### config.mk
export PLATFORM = sky130hd
export DESIGN_NAME = mem_port_arbiter
export DESIGN_NICKNAME = d
export VERILOG_FILES = /design/src/rtl/mem_port_arbiter.sv
export SDC_FILE = /design/constraint.sdc
export NUM_CORES = 1
export LEC_CHECK = 0
export CAP_MARGIN = 20
export CORE_MARGIN = 3
export CORE_UTILIZATION = 43
export CTS_BUF_LIST = sky130_fd_sc_hd__clkbuf_8
export CTS_CLUSTER_SIZE = 10
export DETAILED_ROUTE_END_ITERATION = 12
export PLACE_DENSITY = 0.85
export SETUP_SLACK_MARGIN = 0.02
export SYNTH_ARGS = -nofsm -noshare
export SYNTH_HDL_FRONTEND = slang
export SYNTH_SLANG_ARGS = --single-unit
### constraint.sdc
create_clock -name AXI_ACLK -period 2.5 [get_ports AXI_ACLK]
set_input_delay 0.5 -clock AXI_ACLK [delete_from_list [all_inputs] [get_ports AXI_ACLK]]
set_output_delay 0.5 -clock AXI_ACLK [all_outputs]
set_load 0.05 [all_outputs]
### src/rtl/mem_port_arbiter.sv
// Round-robin front end that serialises instruction-fetch and load/store requests
// onto a single AXI-Lite master port, one transaction at a time.
module mem_port_arbiter #(
    parameter int AXI_AWIDTH = 32,
    parameter int AXI_DWIDTH = 32
) (
    input  logic                      AXI_ACLK,
    input  logic                      AXI_ARESETN,

    input  logic                      if_req,
    input  logic [AXI_AWIDTH-1:0]     if_addr,
    output logic [AXI_DWIDTH-1:0]     if_rdata,
    output logic                      if_done,
    output logic                      if_err,

    input  logic                      ls_req,
    input  logic                      ls_we,
    input  logic [AXI_AWIDTH-1:0]     ls_addr,
    input  logic [AXI_DWIDTH-1:0]     ls_wdata,
    input  logic [AXI_DWIDTH/8-1:0]   ls_wstrb,
    output logic [AXI_DWIDTH-1:0]     ls_rdata,
    output logic                      ls_done,
    output logic                      ls_err,

    output logic [AXI_AWIDTH-1:0]     AXI_AWADDR,
    output logic                      AXI_AWVALID,
    input  logic                      AXI_AWREADY,
    output logic [AXI_DWIDTH-1:0]     AXI_WDATA,
    output logic [AXI_DWIDTH/8-1:0]   AXI_WSTRB,
    output logic                      AXI_WVALID,
    input  logic                      AXI_WREADY,
    input  logic [1:0]                AXI_BRESP,
    input  logic                      AXI_BVALID,
    output logic                      AXI_BREADY,
    output logic [AXI_AWIDTH-1:0]     AXI_ARADDR,
    output logic                      AXI_ARVALID,
    input  logic                      AXI_ARREADY,
    input  logic [AXI_DWIDTH-1:0]     AXI_RDATA,
    input  logic [1:0]                AXI_RRESP,
    input  logic                      AXI_RVALID,
    output logic                      AXI_RREADY
);

    typedef enum logic [1:0] {IDLE, READ, WRITE, RESP} state_t;
    typedef enum logic {GNT_IF, GNT_LS} grant_t;

    state_t state_q, state_d;
    grant_t last_q, last_d;

    logic                    arvalid_q, arvalid_d, rready_q, rready_d;
    logic                    awvalid_q, awvalid_d, wvalid_q, wvalid_d, bready_q, bready_d;
    logic                    ar_ok_q, ar_ok_d, aw_ok_q, aw_ok_d, w_ok_q, w_ok_d;
    logic [AXI_AWIDTH-1:0]   araddr_q, araddr_d, awaddr_q, awaddr_d;
    logic [AXI_DWIDTH-1:0]   wdata_q, wdata_d;
    logic [AXI_DWIDTH/8-1:0] wstrb_q, wstrb_d;
    logic [AXI_DWIDTH-1:0]   if_rdata_q, if_rdata_d, ls_rdata_q, ls_rdata_d;
    logic                    if_done_q, if_done_d, ls_done_q, ls_done_d;
    logic                    if_err_q, if_err_d, ls_err_q, ls_err_d;

    logic gnt_if, gnt_ls;
    logic ar_hs, rd_done, aw_hs, w_hs, wr_done;

    // On a tie the requester that did not win last time is granted
    assign gnt_if = if_req && (!ls_req || (last_q == GNT_LS));
    assign gnt_ls = ls_req && !gnt_if;

    assign ar_hs   = arvalid_q && AXI_ARREADY;
    assign rd_done = rready_q && AXI_RVALID && (ar_ok_q || ar_hs);
    assign aw_hs   = awvalid_q && AXI_AWREADY;
    assign w_hs    = wvalid_q && AXI_WREADY;
    assign wr_done = bready_q && AXI_BVALID && (aw_ok_q || aw_hs) && (w_ok_q || w_hs);

    always_ff @(posedge AXI_ACLK or negedge AXI_ARESETN) begin
        if (!AXI_ARESETN) begin
            state_q <= IDLE;
            last_q  <= GNT_LS;
        end else begin
            state_q <= state_d;
            last_q  <= last_d;
        end
    end

    always_comb begin
        state_d = state_q;
        last_d  = last_q;
        unique case (state_q)
            IDLE: begin
                if (gnt_if) begin
                    state_d = READ;
                    last_d  = GNT_IF;
                end else if (gnt_ls) begin
                    state_d = ls_we ? WRITE : READ;
                    last_d  = GNT_LS;
                end
            end
            READ:    if (rd_done) state_d = RESP;
            WRITE:   if (wr_done) state_d = RESP;
            RESP:    state_d = IDLE;
            default: state_d = IDLE;
        endcase
    end

    always_comb begin
        arvalid_d  = arvalid_q;
        rready_d   = rready_q;
        awvalid_d  = awvalid_q;
        wvalid_d   = wvalid_q;
        bready_d   = bready_q;
        ar_ok_d    = ar_ok_q;
        aw_ok_d    = aw_ok_q;
        w_ok_d     = w_ok_q;
        araddr_d   = araddr_q;
        awaddr_d   = awaddr_q;
        wdata_d    = wdata_q;
        wstrb_d    = wstrb_q;
        if_rdata_d = if_rdata_q;
        ls_rdata_d = ls_rdata_q;
        if_done_d  = 1'b0;
        ls_done_d  = 1'b0;
        if_err_d   = 1'b0;
        ls_err_d   = 1'b0;
        unique case (state_q)
            IDLE: begin
                if (gnt_if || (gnt_ls && !ls_we)) begin
                    araddr_d  = gnt_if ? if_addr : ls_addr;
                    arvalid_d = 1'b1;
                    rready_d  = 1'b1;
                    ar_ok_d   = 1'b0;
                end else if (gnt_ls) begin
                    awaddr_d  = ls_addr;
                    wdata_d   = ls_wdata;
                    wstrb_d   = ls_wstrb;
                    awvalid_d = 1'b1;
                    wvalid_d  = 1'b1;
                    bready_d  = 1'b1;
                    aw_ok_d   = 1'b0;
                    w_ok_d    = 1'b0;
                end
            end
            READ: begin
                // ARVALID is withdrawn once accepted so a late RVALID cannot cause a second read
                if (ar_hs) begin
                    arvalid_d = 1'b0;
                    ar_ok_d   = 1'b1;
                end
                if (rd_done) begin
                    arvalid_d = 1'b0;
                    rready_d  = 1'b0;
                    if (last_q == GNT_IF) begin
                        if_rdata_d = AXI_RDATA;
                        if_done_d  = 1'b1;
                        if_err_d   = (AXI_RRESP != 2'b00);
                    end else begin
                        ls_rdata_d = AXI_RDATA;
                        ls_done_d  = 1'b1;
                        ls_err_d   = (AXI_RRESP != 2'b00);
                    end
                end
            end
            WRITE: begin
                if (aw_hs) begin
                    awvalid_d = 1'b0;
                    aw_ok_d   = 1'b1;
                end
                if (w_hs) begin
                    wvalid_d = 1'b0;
                    w_ok_d   = 1'b1;
                end
                if (wr_done) begin
                    awvalid_d = 1'b0;
                    wvalid_d  = 1'b0;
                    bready_d  = 1'b0;
                    ls_done_d = 1'b1;
                    ls_err_d  = (AXI_BRESP != 2'b00);
                end
            end
            RESP:    ;
            default: ;
        endcase
    end

    always_ff @(posedge AXI_ACLK or negedge AXI_ARESETN) begin
        if (!AXI_ARESETN) begin
            arvalid_q  <= 1'b0;
            rready_q   <= 1'b0;
            awvalid_q  <= 1'b0;
            wvalid_q   <= 1'b0;
            bready_q   <= 1'b0;
            ar_ok_q    <= 1'b0;
            aw_ok_q    <= 1'b0;
            w_ok_q     <= 1'b0;
            araddr_q   <= '0;
            awaddr_q   <= '0;
            wdata_q    <= '0;
            wstrb_q    <= '0;
            if_rdata_q <= '0;
            ls_rdata_q <= '0;
            if_done_q  <= 1'b0;
            ls_done_q  <= 1'b0;
            if_err_q   <= 1'b0;
            ls_err_q   <= 1'b0;
        end else begin
            arvalid_q  <= arvalid_d;
            rready_q   <= rready_d;
            awvalid_q  <= awvalid_d;
            wvalid_q   <= wvalid_d;
            bready_q   <= bready_d;
            ar_ok_q    <= ar_ok_d;
            aw_ok_q    <= aw_ok_d;
            w_ok_q     <= w_ok_d;
            araddr_q   <= araddr_d;
            awaddr_q   <= awaddr_d;
            wdata_q    <= wdata_d;
            wstrb_q    <= wstrb_d;
            if_rdata_q <= if_rdata_d;
            ls_rdata_q <= ls_rdata_d;
            if_done_q  <= if_done_d;
            ls_done_q  <= ls_done_d;
            if_err_q   <= if_err_d;
            ls_err_q   <= ls_err_d;
        end
    end

    assign AXI_ARVALID = arvalid_q;
    assign AXI_RREADY  = rready_q;
    assign AXI_AWVALID = awvalid_q;
    assign AXI_WVALID  = wvalid_q;
    assign AXI_BREADY  = bready_q;
    assign AXI_ARADDR  = araddr_q;
    assign AXI_AWADDR  = awaddr_q;
    assign AXI_WDATA   = wdata_q;
    assign AXI_WSTRB   = wstrb_q;
    assign if_rdata    = if_rdata_q;
    assign ls_rdata    = ls_rdata_q;
    assign if_done     = if_done_q;
    assign ls_done     = ls_done_q;
    assign if_err      = if_err_q;
    assign ls_err      = ls_err_q;

endmodule

# --- Yosys cells after proc, flatten, opt, wreduce, memory -nomap -nowiden ---
# Cells that the tools add are included.
word_totals:
  in_bits: 146
  register_bits: 179
classes:
  eq_ne: 15
  n_reduce_logical: 39
  bitwise_logic: 2
  n_mux: 47
op_table:
  columns: ["op", "n"]
  rows:
  - ["$mux W32", 1]
  - ["$mux W1", 30]
  - ["$reduce_and A3 Y1", 7]
  - ["$pmux W1 S2", 10]
  - ["$reduce_and A4 Y1", 5]
  - ["$ne A2 B2 Y1 const B", 8]
  - ["$ne A3 B3 Y1 const B", 4]
  - ["$logic_and A1 B1 Y1", 11]
  - ["$mux W2", 5]
  - ["$reduce_bool A2 Y1", 5]
  - ["$pmux W2 S4", 1]
  - ["$logic_or A1 B1 Y1", 5]
  - ["$eq A2 B2 Y1 const B", 2]
  - ["$reduce_and A2 Y1", 2]
  - ["$logic_not A1 Y1", 3]
  - ["$eq A2 B1 Y1 const B", 1]
  - ["$logic_not A2 Y1", 1]
  - ["$not A1 Y1", 2]

# --- Longest topological paths before layout ---
# Gate-level depths: netlist of run 1.
logic_depth:
  word_depth: 9
  ltp_mapped: 7
  mapped_depth_nobuf: 6

# --- Least setup slack after synthesis of run 1 ---
# OpenSTA, ideal clock, no wires.
synth_timing:
  kind: "flip-flop to flip-flop"
  startpoint: "register arvalid_q (netlist: AXI_ARVALID)"
  endpoint: "register if_rdata_q[10] (netlist: if_rdata[10])"
  stages_incl_launch_ff: 6
  path_slack_ns: 0.419
  arrival_ns: 1.956
  n_path_buf: 1
  t_required_ns: 2.375
  period_less_slack_ns: 2.081
  setup_ns: 0.125
  cell_sequence: "dfrtp_1 -> a21oi_1 -> or3b_1 -> nor2_4 -> buf_6 -> mux2_2"
synth_between:
  elab_chain_len: 4
synth_lines:
  columns: ["item", "line_no", "text"]
  rows:
  - ["start: declaration", "50", "logic arvalid_q, arvalid_d, rready_q, rready_d;"]
  - ["start signal: assignment", "203", "arvalid_q <= arvalid_d;"]
  - ["$logic_and A1 B1 Y1", "67", "assign ar_hs = arvalid_q && AXI_ARREADY;"]
  - ["$logic_or A1 B1 Y1", "68", "assign rd_done = rready_q && AXI_RVALID && (ar_ok_q || ar_hs);"]
  - ["$logic_and A1 B1 Y1", "68", null]
  - ["$reduce_and A3 Y1 (no line)", null, null]
  - ["end signal: assignment", "215", "if_rdata_q <= if_rdata_d;"]
  - ["end: declaration", "56", "logic [AXI_DWIDTH-1:0] if_rdata_q, if_rdata_d, ls_rdata_q, ls_rdata_d;"]
# No other way between the ends.
# A chain may end at the register's enable or synchronous reset.

# --- Worst setup path in the final report of run 1 ---
layout_timing:
  startpoint: "register arvalid_q (netlist: AXI_ARVALID)"
  endpoint: "output port AXI_ARVALID"
layout_rtl:
  columns: ["item", "line_no", "text"]
  rows:
  - ["end: declaration", "36", "output logic AXI_ARVALID,"]
# No word-level cell between the ends.

==> results of run 1 <==
[flip-flops by register name, summed over array words and instances, names as in the netlist, 2 cells and up]
signal and flops:
AXI_ARADDR 32, AXI_WSTRB 4, if_rdata 32, AXI_AWADDR 32, state_q 2, AXI_WDATA 32, ls_rdata 32
[layout by cell type, fill, tap and decap left out, drive strengths merged, types with 3 or more instances in the layout]
master and instances:
ha 4, dfrtp 178, inv 14, mux2i 3, o22a 3, mux2 195, clkinvlp 6, buf 13
clkdlybuf4s50 317, a21oi 8, nor2 6, clkbuf 17, o21ai 7, nand2 6
[timing repair]
action	4_1_cts	5_1_grt
hold buffers	1	0
endpoints found under the setup margin	0	0
endpoints found under the hold margin	46	0
[path summary, 6_finish.rpt]
path	slack [ps]	to	start	cells after the start
worst max-delay path	270	AXI_ARVALID	AXI_ARVALID	1
worst min-delay path	510	if_rdata[8]	if_rdata[8]	1
worst max register to register	400	state_q[1]	state_q[1]	5
worst min register to register	510	if_rdata[8]	if_rdata[8]	1
max in group asynchronous	1160	AXI_AWADDR[19]	AXI_ARESETN	3
min in group asynchronous	540	ls_rdata[13]	AXI_ARESETN	2
[stage by stage]
stage / util / worst slack, ps / area (um^2) / std cells / power (mW)
global route: 0.686 / 147 / 11100 / 1022 / 18.1
finish: 0.686 / 266 / 11100 / 1022 / 17.4
detailed placement: 0.664 / 104 / 10800 / 989 / 15.7
global placement: 0.664 / 160 / 10800 / 989 / 15.4
CTS: 0.686 / 235 / 11100 / 1022 / 17.5
floorplan: - / 419 / 7280 / 463 / 11.8
[kinds of logic (layout without fill, tap and decap cells)]
| kind of cell | after synthesis | in the layout | synth area share |
|---|---|---|---|
| multiplexers | 198 | 198 | 0.306 |
| flip-flops | 179 | 179 | 0.615 |
| AO/OA/AOI/OAI | 30 | 30 | 0.0275 |
| buffers and inverters | 27 | 370 | 0.0259 |
| AND/OR/NAND/NOR | 25 | 25 | 0.0191 |
| adder cells (fa/ha/maj) | 4 | 4 | 0.00687 |
[layer usage]
layer | up-vias | share of wire
met5 | - | 0
met3 | 39 | 0.082
met4 | 0 | 0.031
li1 | 2328 | -
met2 | 216 | 0.53
met1 | 2596 | 0.36
[power by group through the flow]
stage	clock network (mW)	logic (mW)	registers (mW)
6_report	1.81	10.5	5.09
5_1_grt	2.00	10.9	5.26
4_1_cts	1.86	10.6	5.09
3_5_place_dp	0	10.5	5.15
3_3_place_gp	0	10.3	5.04
2_1_floorplan	0	2.03	9.79
[layout make-up]
cell class | count | area [um^2]
Clock buffer | 17 | 234
Clock inverter | 15 | 121
Fill cell | 1164 | 5090
Inverter | 7 | 26.3
Multi-Input combinational cell | 257 | 2640
Sequential cell | 179 | 4480
Tap cell | 216 | 270
Timing Repair Buffer | 331 | 3370
==> results.md, run 1 <==
- Root buf cell: clkbuf_8
- Syn Inst Count: roughly 460
- Global-route wire length before repair: 31,100 um
- FMAX: about 0.45 GHz
- HPWL Detailed: around 16,000 um
- Async S/R FF share, synth: 1.00
- CP Max Fanout: 5
- Nets: ~940
- Synthesized net count: about 600
- Vias per cell: 5.07
- Peak supply drop: 0.925 mV
- CTS max path bufs: 2
- 1st-pass router iterations: 4
- Area growth, synth to finish: 52.9%
- Cell area power density: 1560 mW/mm^2
- Leading area contributor after synthesis: dfrtp_1
- Final wirelength: around 20,000 um
- Number of enable flip-flop cells after synthesis: 0
- Ys flop type: dfrtp_1
- Final Cycle Share: 0.893
- Core ar.: 0.0162 mm^2
- Largest net degree at the start of global routing: 83
- CP peak stage delay: approximately 850 ps
- Critical path cell sequence: clkdlybuf4s50_1
- Setup-failing EPs final: 0
- Syn Std Cell Area: about 0.0073 mm^2
- Clock Sinks: 179
- Met2 Use GR: 0.398
- P_sw: around 8.5 mW
- Final setup TNS: 0 ps
- Tightest Hold Check Type: reg -> reg
- Die footprint: around 0.019 mm^2
- Leak: 4.68 nW
- Max_cap viols: 0
- Effective utilization at floorplan: 0.449
- Logic pwr share: 0.602
- WS Path Type: reg -> out
- Critical Path RT: 2000 ps
- Layout cells sized above 1: 0.299
- Grt met3 use: 0.0799
- Top post-synthesis cells by count: 190 x mux2_2, 178 x dfrtp_1, 10 x buf_2, 10 x buf_6, 8 x a21oi_1
- CP Capture Type: output port
- Clock-pin slew on the worst setup and hold paths: roughly 100 ps
- Internal power: between 8 and 9 mW
- Number of distinct library cells after synthesis: 33
- Sw Ratio: 0.488
- Via count: 5,179
- Yosys reg bits: roughly 180
- Vias in the first global route: 5,874
- GPL Wtd Cong: 0.795
- Actual slew at the worst max-slew pin: approximately 670 ps
- TritonCTS clock tree: yes
- Synthesis Warnings: 0
- Syn Area/Cell: between 15 and 20 um^2
- Die width: 136 um
- GR peak layer: met2
- Standard-cell rows: 46
- Clock latency on the worst-skew pair: 450 ps
- Antenna Cells: 0
- Clk_skew: approximately 9.7 ps
- WP data arrival: between 1500 and 2000 ps
- H-Tree Depth: 4
- Status: complete, no violations
- Post-route ant nets: 0
- DRC: 0
- Io pins: 319
- Initial antenna violation count: 0
- Critical-path top delay cell: clkdlybuf4s50_1
- Critical path startpoint category: register
- Synth top area share: 0.611
- Unrepaired setup endpoints after global routing: no
- Gr ovfl total: 0
- Chip height: between 100 and 150 um
- Port buffer count: 318
- CP delay by family, top: buffers and inverters
- TritonCTS Buffers: 17
- GR Util All Layers: 0.219
- Top cells by area, synth: dfrtp_1 61%, mux2_2 29%, buf_6 1.5%
- Worst hold slack: slightly above 500 ps
- Endpoints failing hold: 0
- Initial DRC count: about 130
- CP bufs+invs: 1
- Flop pwr share: 0.293
- Resize count post-CTS: 0
- Routed wire per std cell: just under 20 um
- Slew HR: 0.550
- Post-CTS Setup Repair Bufs: 0
- Most frequent cell after synthesis: mux2_2
- Clock power frac: 0.104
- Met1 Usage GRT: 0.229
- Share of the yosys chip area belonging to registers: 0.615
- Fin crit period: roughly 2200 ps
- Slew Viols, Final: 0
No activity file was read; power rests on OpenSTA's default activity.
==> run 2, diff against run 1 <==
- CORE_MARGIN: 3 -> 1.5
- clock period: 2.5 -> 2.8 ns (I/O delays scaled with it)
==> run 2 against run 1 <==
Compared with the run above:
- hold slack worse by 400 ps
- first-iteration DRC count up 66%
- routed wire length down 7.7%
- cell count up 0.29%
- worst setup slack better by 280 ps
- via count down 2.6%
- core utilization down 1.7 points
- die area down 4.4%
- global-route usage down 0.39 points
- total power down 12%
- sequential cell count unchanged
==> results.md, run 2 (same netlist as run 1, synthesis figures left out) <==
- Most common cell after layout, fill and taps aside: clkdlybuf4s50_1
- Largest net degree at the start of global routing: 71
- Initial antenna violation count: 1
- Post-CTS Setup Repair Bufs: 0
- Worst hold slack: roughly 110 ps
- Actual slew at the worst max-slew pin: between 600 and 700 ps
- Register area: between 0.004 and 0.005 mm^2
- Unrepaired setup endpoints after global routing: no
- CP Capture Type: output port
- H-Tree Depth: 4
- Clock latency on the worst-skew pair: 440 ps
- Die width: around 130 um
- Critical path startpoint category: register
- Slew HR: 0.554
- Standard-cell rows: 47
- Resize count post-CTS: 0
- Layout fillers: ~1,200
- CP Max Fanout: 5
- Final instance area: ~0.011 mm^2
- Reg-to-Reg Start: state_q[0]
- Multi-input logic area: between 0.002 and 0.003 mm^2
- Nets: 941
- CTS max path bufs: 2
- Via count: between 5,000 and 6,000
- Layout cells sized above 1: 0.295
- Max_cap viols: 0
- Crit Reg-Reg Endpoint: state_q[1]
- FMAX: between 0.4 and 0.5 GHz
- Die footprint: around 0.018 mm^2
- Vias in the first global route: between 5,000 and 6,000
- Global-route wire length before repair: between 20,000 and 30,000 um
- 1st-pass router iterations: 4
- Root buf cell: clkbuf_8
- TritonCTS clock tree: yes
- CP bufs+invs: 1
- Chip height: about 130 um
- Vias per cell: between 4 and 5
- Overall Power: 15.4 mW
- Leak: about 4.7 nW
- Area growth, synth to finish: 52.3%
- Clock Sinks: around 180
- Place WS: 259 ps
- Port buffer count: approximately 320
- Critical path cell sequence: clkdlybuf4s50_1
- GR Util All Layers: 0.215
- Routed wire per std cell: 18.2 um
- Initial DRC count: between 200 and 250
- Status: complete, no violations
- Cell area power density: 1380 mW/mm^2
- Final setup TNS: 0 ps
- WS Path Type: reg -> out
- Endpoints failing hold: 0
- Core ar.: between 0.015 and 0.02 mm^2
- Worst setup margin: 546 ps
- Gr ovfl total: 0
- Dpl cell area: around 0.011 mm^2
- Clock-pin slew on the worst setup and hold paths: around 100 ps
- Critical-path top delay cell: clkdlybuf4s50_1
- Critical Path RT: between 2000 and 2500 ps
- Clk_skew: around 13 ps
- Setup-failing EPs final: 0
- Io pins: 319
- FF-to-FF path depth: 5
- TritonCTS Buffers: 17
- Commonest non-fill, non-tap cells in the layout: 317 x clkdlybuf4s50_1, 190 x mux2_2, 178 x dfrtp_1, 18 x clkbuf_8, 10 x inv_1
- Final wirelength: approximately 19,000 um
- CP delay by family, top: buffers and inverters
- DRC: 0
- Final core occ: 0.669
- Slew Viols, Final: 0
- Hold_buf cts: 0
- Effective utilization at floorplan: 0.439
- Peak supply drop: around 1.0 mV
- Final Cycle Share: 0.805
- Tightest Hold Check Type: in -> async
- CP peak stage delay: between 800 and 900 ps
- # placed instances: 992
- GPL Wtd Cong: approximately 0.79
- Post-route ant nets: 0
- Fin crit period: 2250 ps
- Post-Layout Cell Count: between 1,000 and 1,500
- HPWL Detailed: approximately 14,000 um
- Worst reg-to-reg setup slack: roughly 730 ps
- WP data arrival: around 1700 ps
[run 2: changes by cell type in the layout (fill, tap and decap cells not counted)]
cell | before | now
buf_4 | 5 | 7
diode_2 | 0 | 1
clkinvlp_4 | 6 | 4
buf_12 | 7 | 4
inv_1 | 7 | 10
clkinv_2 | 2 | 0
dlygate4sd3_1 | 1 | 0
clkbuf_8 | 17 | 18
clkinv_4 | 0 | 4
inv_6 | 5 | 1
[run 2: report_power, final]
part / switching (mW) / internal, mW / total, mW
clock network: 0.952 / 0.647 / 1.60
registers: 0.693 / 3.84 / 4.53
logic: 5.79 / 3.43 / 9.23
total: 7.44 / 7.92 / 15.4
[run 2: worst max-delay path by stage]
stage	start	slack, ps	endpoint	depth (start not counted)
floorplan	AXI_ARVALID	720	if_rdata[10]	5
global placement	AXI_ARREADY	330	if_rdata[23]	6
detailed placement	ls_req	260	AXI_ARADDR[15]	6
CTS	AXI_ARADDR[27]	500	AXI_ARADDR[27]	1
global route	AXI_ARVALID	460	AXI_ARVALID	1
finish	AXI_ARVALID	550	AXI_ARVALID	1
[run 2: area by class of cell]
cell class                 instances  share of cell area
sequential                       179               0.404
timing repair buffer             329               0.299
multi-input combinational        257               0.238
tap                              220              0.0248
clock buffer                      18              0.0223
clock inverter                    14             0.00970
inverter                           7             0.00237
antenna                            1            0.000226
[run 2: routing by layer]
layer | global-route usage | up-vias | wire (um)
li1 | - | 2312 | -
met1 | 0.237 | 2477 | 6960
met2 | 0.377 | 212 | 9560
met3 | 0.0814 | 41 | 1550
met4 | 0.0857 | 0 | 580
met5 | 0 | - | 0
==> run 3, diff against run 2 <==
- clock period: 2.8 -> 2.11 ns (I/O delays scaled with it)
==> run 3 against run 2 <==
Compared with the run above:
- clock power is 42% higher
- critical path depth stayed put
- combinational power is 31% higher
- routed wire length is 5.1% higher
- register-to-register slack worse by 530 ps
- cell area is 3.9% higher
- critical path type unchanged
- largest cell class unchanged
==> results.md, run 3 (same netlist as run 1, synthesis figures left out) <==
- Status: complete, no violations
- CP peak stage delay: 810 ps
- CTS max path bufs: 2
- Nets: around 960
- Overall Power: 20.4 mW
- Crit Reg-Reg Endpoint: if_rdata[25]
- Fin crit period: 2040 ps
- Cell area power density: 1770 mW/mm^2
- Critical path startpoint category: register
- Final wirelength: about 20,000 um
- WP data arrival: 1620 ps
- Unrepaired setup endpoints after global routing: no
- H-Tree Depth: 4
- Io pins: about 320
- Slew HR: 0.630
- CP Capture Type: output port
- Clock latency on the worst-skew pair: approximately 460 ps
- HPWL Detailed: approximately 15,000 um
- Commonest non-fill, non-tap cells in the layout: 190 x mux2_2, 178 x dfrtp_1, 173 x clkdlybuf4s50_1, 97 x dlymetal6s2s_1, 47 x dlygate4sd2_1
- FMAX: 0.490 GHz
- Actual slew at the worst max-slew pin: 554 ps
- Clk_skew: about 13 ps
- Clock-pin slew on the worst setup and hold paths: about 90 ps
- Post-Layout Cell Count: 1,043
- # placed instances: slightly above 1,000
- Final setup TNS: 0 ps
- Worst reg-to-reg setup slack: 200 ps
- Initial DRC count: between 100 and 150
- Global-route wire length before repair: slightly above 30,000 um
- Max_cap viols: 0
- Setup-failing EPs final: 0
- Critical path cell sequence: clkdlybuf4s50_1
- Largest net degree at the start of global routing: between 50 and 60
- Critical Path RT: around 1700 ps
- Reg-to-Reg Start: state_q[1]
- Area growth, synth to finish: 58.3%
- Vias per cell: ~5
- CP delay by family, top: buffers and inverters
- WS Path Type: reg -> out
- Post-route ant nets: 0
- Worst hold slack: 433 ps
- Effective utilization at floorplan: 0.439
- CP Max Fanout: 2
- FF-to-FF path depth: 6
- Routed wire per std cell: approximately 19 um
- TritonCTS clock tree: yes
- Most common cell after layout, fill and taps aside: mux2_2
- Tightest Hold Check Type: in -> async
- Layout fillers: between 1,000 and 1,500
- Root buf cell: clkbuf_8
- Die width: approximately 130 um
- GPL Wtd Cong: roughly 0.78
- Standard-cell rows: 47
- Peak supply drop: ~1.1 mV
- DRC: 0
- Core ar.: ~0.017 mm^2
- Slew Viols, Final: 0
- CP bufs+invs: 1
- Vias in the first global route: a little under 6,000
- 1st-pass router iterations: 4
- Initial antenna violation count: 1
- Via count: roughly 5,200
- Clock Sinks: between 150 and 200
- Die footprint: about 0.018 mm^2
- GR Util All Layers: 0.226
- Gr ovfl total: 0
- Critical-path top delay cell: clkdlybuf4s50_1
- Port buffer count: 318
- Layout cells sized above 1: 0.313
- Final Cycle Share: 0.967
- TritonCTS Buffers: 17
- Endpoints failing hold: 0
- Chip height: 133 um
- Leak: between 5 and 6 nW
-- run 3: how the worst max path moves through the flow --
stage | startpoint | end | slack [ps] | cells after the start
after global placement | AXI_ARREADY | if_rdata[30] | -160 | 6
after detailed placement | AXI_ARREADY | if_rdata[30] | -190 | 6
final | if_rdata[25] | if_rdata[25] | 70 | 1
after floorplan | AXI_ARVALID | if_rdata[10] | 30 | 5
after global routing | if_rdata[22] | if_rdata[22] | 20 | 1
after CTS | AXI_WDATA[0] | AXI_WDATA[0] | 20 | 1
-- run 3: per-layer routing --
| layer | vias to the layer above | routed length (um) | track usage | share of wire |
|---|---|---|---|---|
| li1 | 2355 | - | - | - |
| met5 | - | 0 | 0 | 0 |
| met4 | 0 | 532 | 0.0918 | 0.027 |
| met1 | 2624 | 6960 | 0.238 | 0.35 |
| met2 | 223 | 10500 | 0.411 | 0.54 |
| met3 | 36 | 1580 | 0.0788 | 0.080 |
-- run 3: through the flow --
| stage | instance area (um^2) | setup WS (ps) | utilization |
|---|---|---|---|
| floorplan | 7280 | 28.9 | - |
| global placement | 10900 | -163 | 0.660 |
| detailed placement | 10900 | -186 | 0.660 |
| CTS | 11300 | 20.3 | 0.680 |
| global route | 11500 | 19.6 | 0.695 |
| finish | 11500 | 69.9 | 0.695 |
-- run 3: what timing repair did --
action                                  in CTS  in global routing
resized for setup                           47                 97
setup buffers                                0                  0
endpoints found under the hold margin       32                  0
pin swaps                                    0                  0
gates cloned                                 0                  0
hold buffers                                 1                  0
endpoints found under the setup margin      47                 97
-- run 3: worst register-to-register path: cells and delay by family, from the launching register on --
kind / cells / cell delay, ps
fa+ha+maj: 1 / 170
buf+inv: 2 / 320
flops: 1 / 410
mux: 1 / 360
simple gates: 2 / 550
-- run 3: cell type report --
type / count / area [um^2] / share of cell area
sequential: 179 / 4480 / 0.389
timing repair buffer: 347 / 3730 / 0.323
multi-input combinational: 257 / 2640 / 0.229
tap: 220 / 275 / 0.0239
clock buffer: 19 / 262 / 0.0227
clock inverter: 13 / 123 / 0.0106
inverter: 7 / 26.3 / 0.00228
antenna: 1 / 2.50 / 0.000217
-- run 3: where the power goes --
part	switching, mW	internal, mW	total (mW)
Clock	1.26	1.02	2.28
Combinational	7.79	4.32	12.1
Sequential	0.884	5.09	5.98
==> edit (settings of run 1) <==
Re-encode `state_t` (4 states) as one-hot, 4 bits wide.
--- a/src/rtl/mem_port_arbiter.sv
+++ b/src/rtl/mem_port_arbiter.sv
@@ -41,7 +41,7 @@
     output logic                      AXI_RREADY
 );
 
-    typedef enum logic [1:0] {IDLE, READ, WRITE, RESP} state_t;
+    typedef enum logic [3:0] {IDLE = 4'b0001, READ = 4'b0010, WRITE = 4'b0100, RESP = 4'b1000} state_t;
     typedef enum logic {GNT_IF, GNT_LS} grant_t;
 
     state_t state_q, state_d;
Check against the original RTL: same outputs for any inputs over 4 cycles, from zero or initial values and one cycle with AXI_ARESETN low; so few cycles prove little.
==> edit against run 1 <==
Design area up 0.89%. Setup slack worse by 0.023 ns. Count of clock-buffer cells in the layout unchanged. Largest power group unchanged. Hold slack got worse by 0.013 ns. Critical path depth rose by 3. Power is 1.4% lower. Sequential cell count is 2 higher. Critical endpoint is now if_rdata[17]. Highest routed layer unchanged. Area after synthesis is 0.76% lower. Wire length shrank 1.9%.
==> edit: results (changes against run 1) <==
stage,metric,value,unit,change
outcome,outcome,"finished, final reports clean",,
global_route,largest net degree at the start of global routing,55,,-34%
drt,WL final,19800,um,-1.9%
placement,dpl cell area,10800,sq um,+0.30%
cts,CTS root buf,clkbuf_8,,
logic_synthesis,post-synth cell types,34,,+3.0%
drt,First DRT Iteration DRCs,172,,+31%
hold_path,min-delay src,AXI_WDATA[15],,
logic_synthesis,synthesized net count,604,,-1.5%
logic_synthesis,Area contributors post-synth,"dfrtp_1 62%, mux2_2 21%, mux2_1 9.2%",,
placement,Post-DP HPWL,15200,um,-2.7%
placement,Placer Congestion,0.786,,-1.2%
logic_synthesis,Post-Synthesis Cells,458,,-1.1%
global_route,vias in the first global route,5740,,-2.3%
cts,H-tree Lvls,4,,unchanged
setup_path,CP startpoint,state_q[3],,
sta,worst relative slew slack,0.624,,+0.0749
sta,Worst Hold Slack,0.492,ns,-0.0134 ns
hold_path,Hold WC Path Type,flop to flop,,
cts,# Post-CTS Setup Buffers,0,,unchanged
power_and_ir_drop,clock network power,2.11,mW,+17%
cts,CTS clock-pin slew for the worst setup and hold paths,0.09,ns,
logic_synthesis,Yosys Warn Count,0,,unchanged
setup_path,CP arrival,2.59,ns,+0.86 ns
sta,Max Clock Skew,0.0101,ns,+0.000389 ns
global_route,gr ovfl total,0,,unchanged
layout,Total Nets Final,936,,-0.74%
logic_synthesis,commonest cells in the netlist,"179 x dfrtp_1, 137 x mux2_2, 59 x mux2_1",,
sta,"Slew Viols, Final",0,,unchanged
global_route,first-pass GRT wire length,30500,um,-2.0%
placement,pre-CTS setup slack,0.236,ns,+0.132 ns
sta,fmax,443,MHz,-1.0%
setup_path,crit path launch type,flop,,
global_route,all-layer global routing usage,0.215,,-0.00445
logic_synthesis,Synth Flop Type,dfrtp_1,,
layout,Multi-input gate area,2580,sq um,-1.9%
power_and_ir_drop,leak pwr,4.83,nW,+3.3%
power_and_ir_drop,Psw,8.08,mW,-4.6%
drt,Via Count,5102,,-1.5%
power_and_ir_drop,maximum vdd ir drop,1.03,mV,+11%
layout,share of cells above drive strength 1,0.243,,-0.0559
global_route,initial antenna violation count,1,,+1
drt,TritonRoute pass-1 iters,4,,unchanged
logic_synthesis,sequential fraction of the synthesis area,0.627,,+0.0118
power_and_ir_drop,Gate power share,0.580,,-0.022
logic_synthesis,"Cell Area, Synth",7230,sq um,-0.76%
cts,CTS Buffer Depth,2,,unchanged
placement,Inst Count DP,986,,-0.30%
layout,Fill cells,1150,,-1.2%
setup_path,crit-path max FO,34,,+29
layout,"Cell Count, Final, Fillers Out",1019,,-0.29%
power_and_ir_drop,power in combinational cells,9.94,mW,-5%
-- edit: cell types whose count changed after synthesis, sizes merged, moves of 4 or more --
| cell | before | now |
|---|---|---|
| clkbuf | 0 | 8 |
| buf | 20 | 14 |
| inv | 7 | 1 |
| or4b | 0 | 4 |
| o21ai | 7 | 2 |
| ha | 4 | 0 |
-- edit: worst max-delay path, stage by stage, from the launching register on --
cell and delay, ns:
dfrtp_1 0.44, or4b_1 0.68, nor4_4 0.37, buf_12 0.26
mux2_1 0.36
-- edit: routing by layer --
| layer | routed length [um] | share of wire | vias up | GRT usage |
|---|---|---|---|---|
| met5 | 0 | 0 | - | 0 |
| met3 | 2070 | 0.10 | 25 | 0.0932 |
| met2 | 10300 | 0.52 | 238 | 0.387 |
| met4 | 394 | 0.020 | 0 | 0.0683 |
| li1 | - | - | 2322 | - |
| met1 | 7090 | 0.36 | 2517 | 0.225 |
-- edit: final timing paths --
path,endpoint,cells after the start
setup / recovery,if_rdata[17],4
hold / removal,AXI_WDATA[15],1
setup reg to reg,if_rdata[17],4
hold reg to reg,AXI_WDATA[15],1
max in group asynchronous,if_rdata[20],3
min in group asynchronous,AXI_AWADDR[22],2
-- edit: area by class of cell --
class	instances	area share
antenna	1	0.000223
clock buffer	17	0.0208
clock inverter	14	0.0165
inverter	1	0.000334
multi-input combinational	254	0.230
sequential	181	0.403
tap	216	0.0240
timing repair buffer	335	0.305
-- edit: timing repair --
action / CTS / global route
hold endpoints to repair: 25 / 0
hold buffers: 1 / 0
gates resized for setup: 0 / 0
-- edit: logic make-up after synthesis --
| group | after synthesis | synth area share |
|---|---|---|
| multiplexers | 196 | 0.305 |
| buffers and inverters | 23 | 0.0170 |
| AND/OR/NAND/NOR | 34 | 0.0296 |
| flip-flops | 181 | 0.627 |
| AO/OA/AOI/OAI | 24 | 0.0213 |
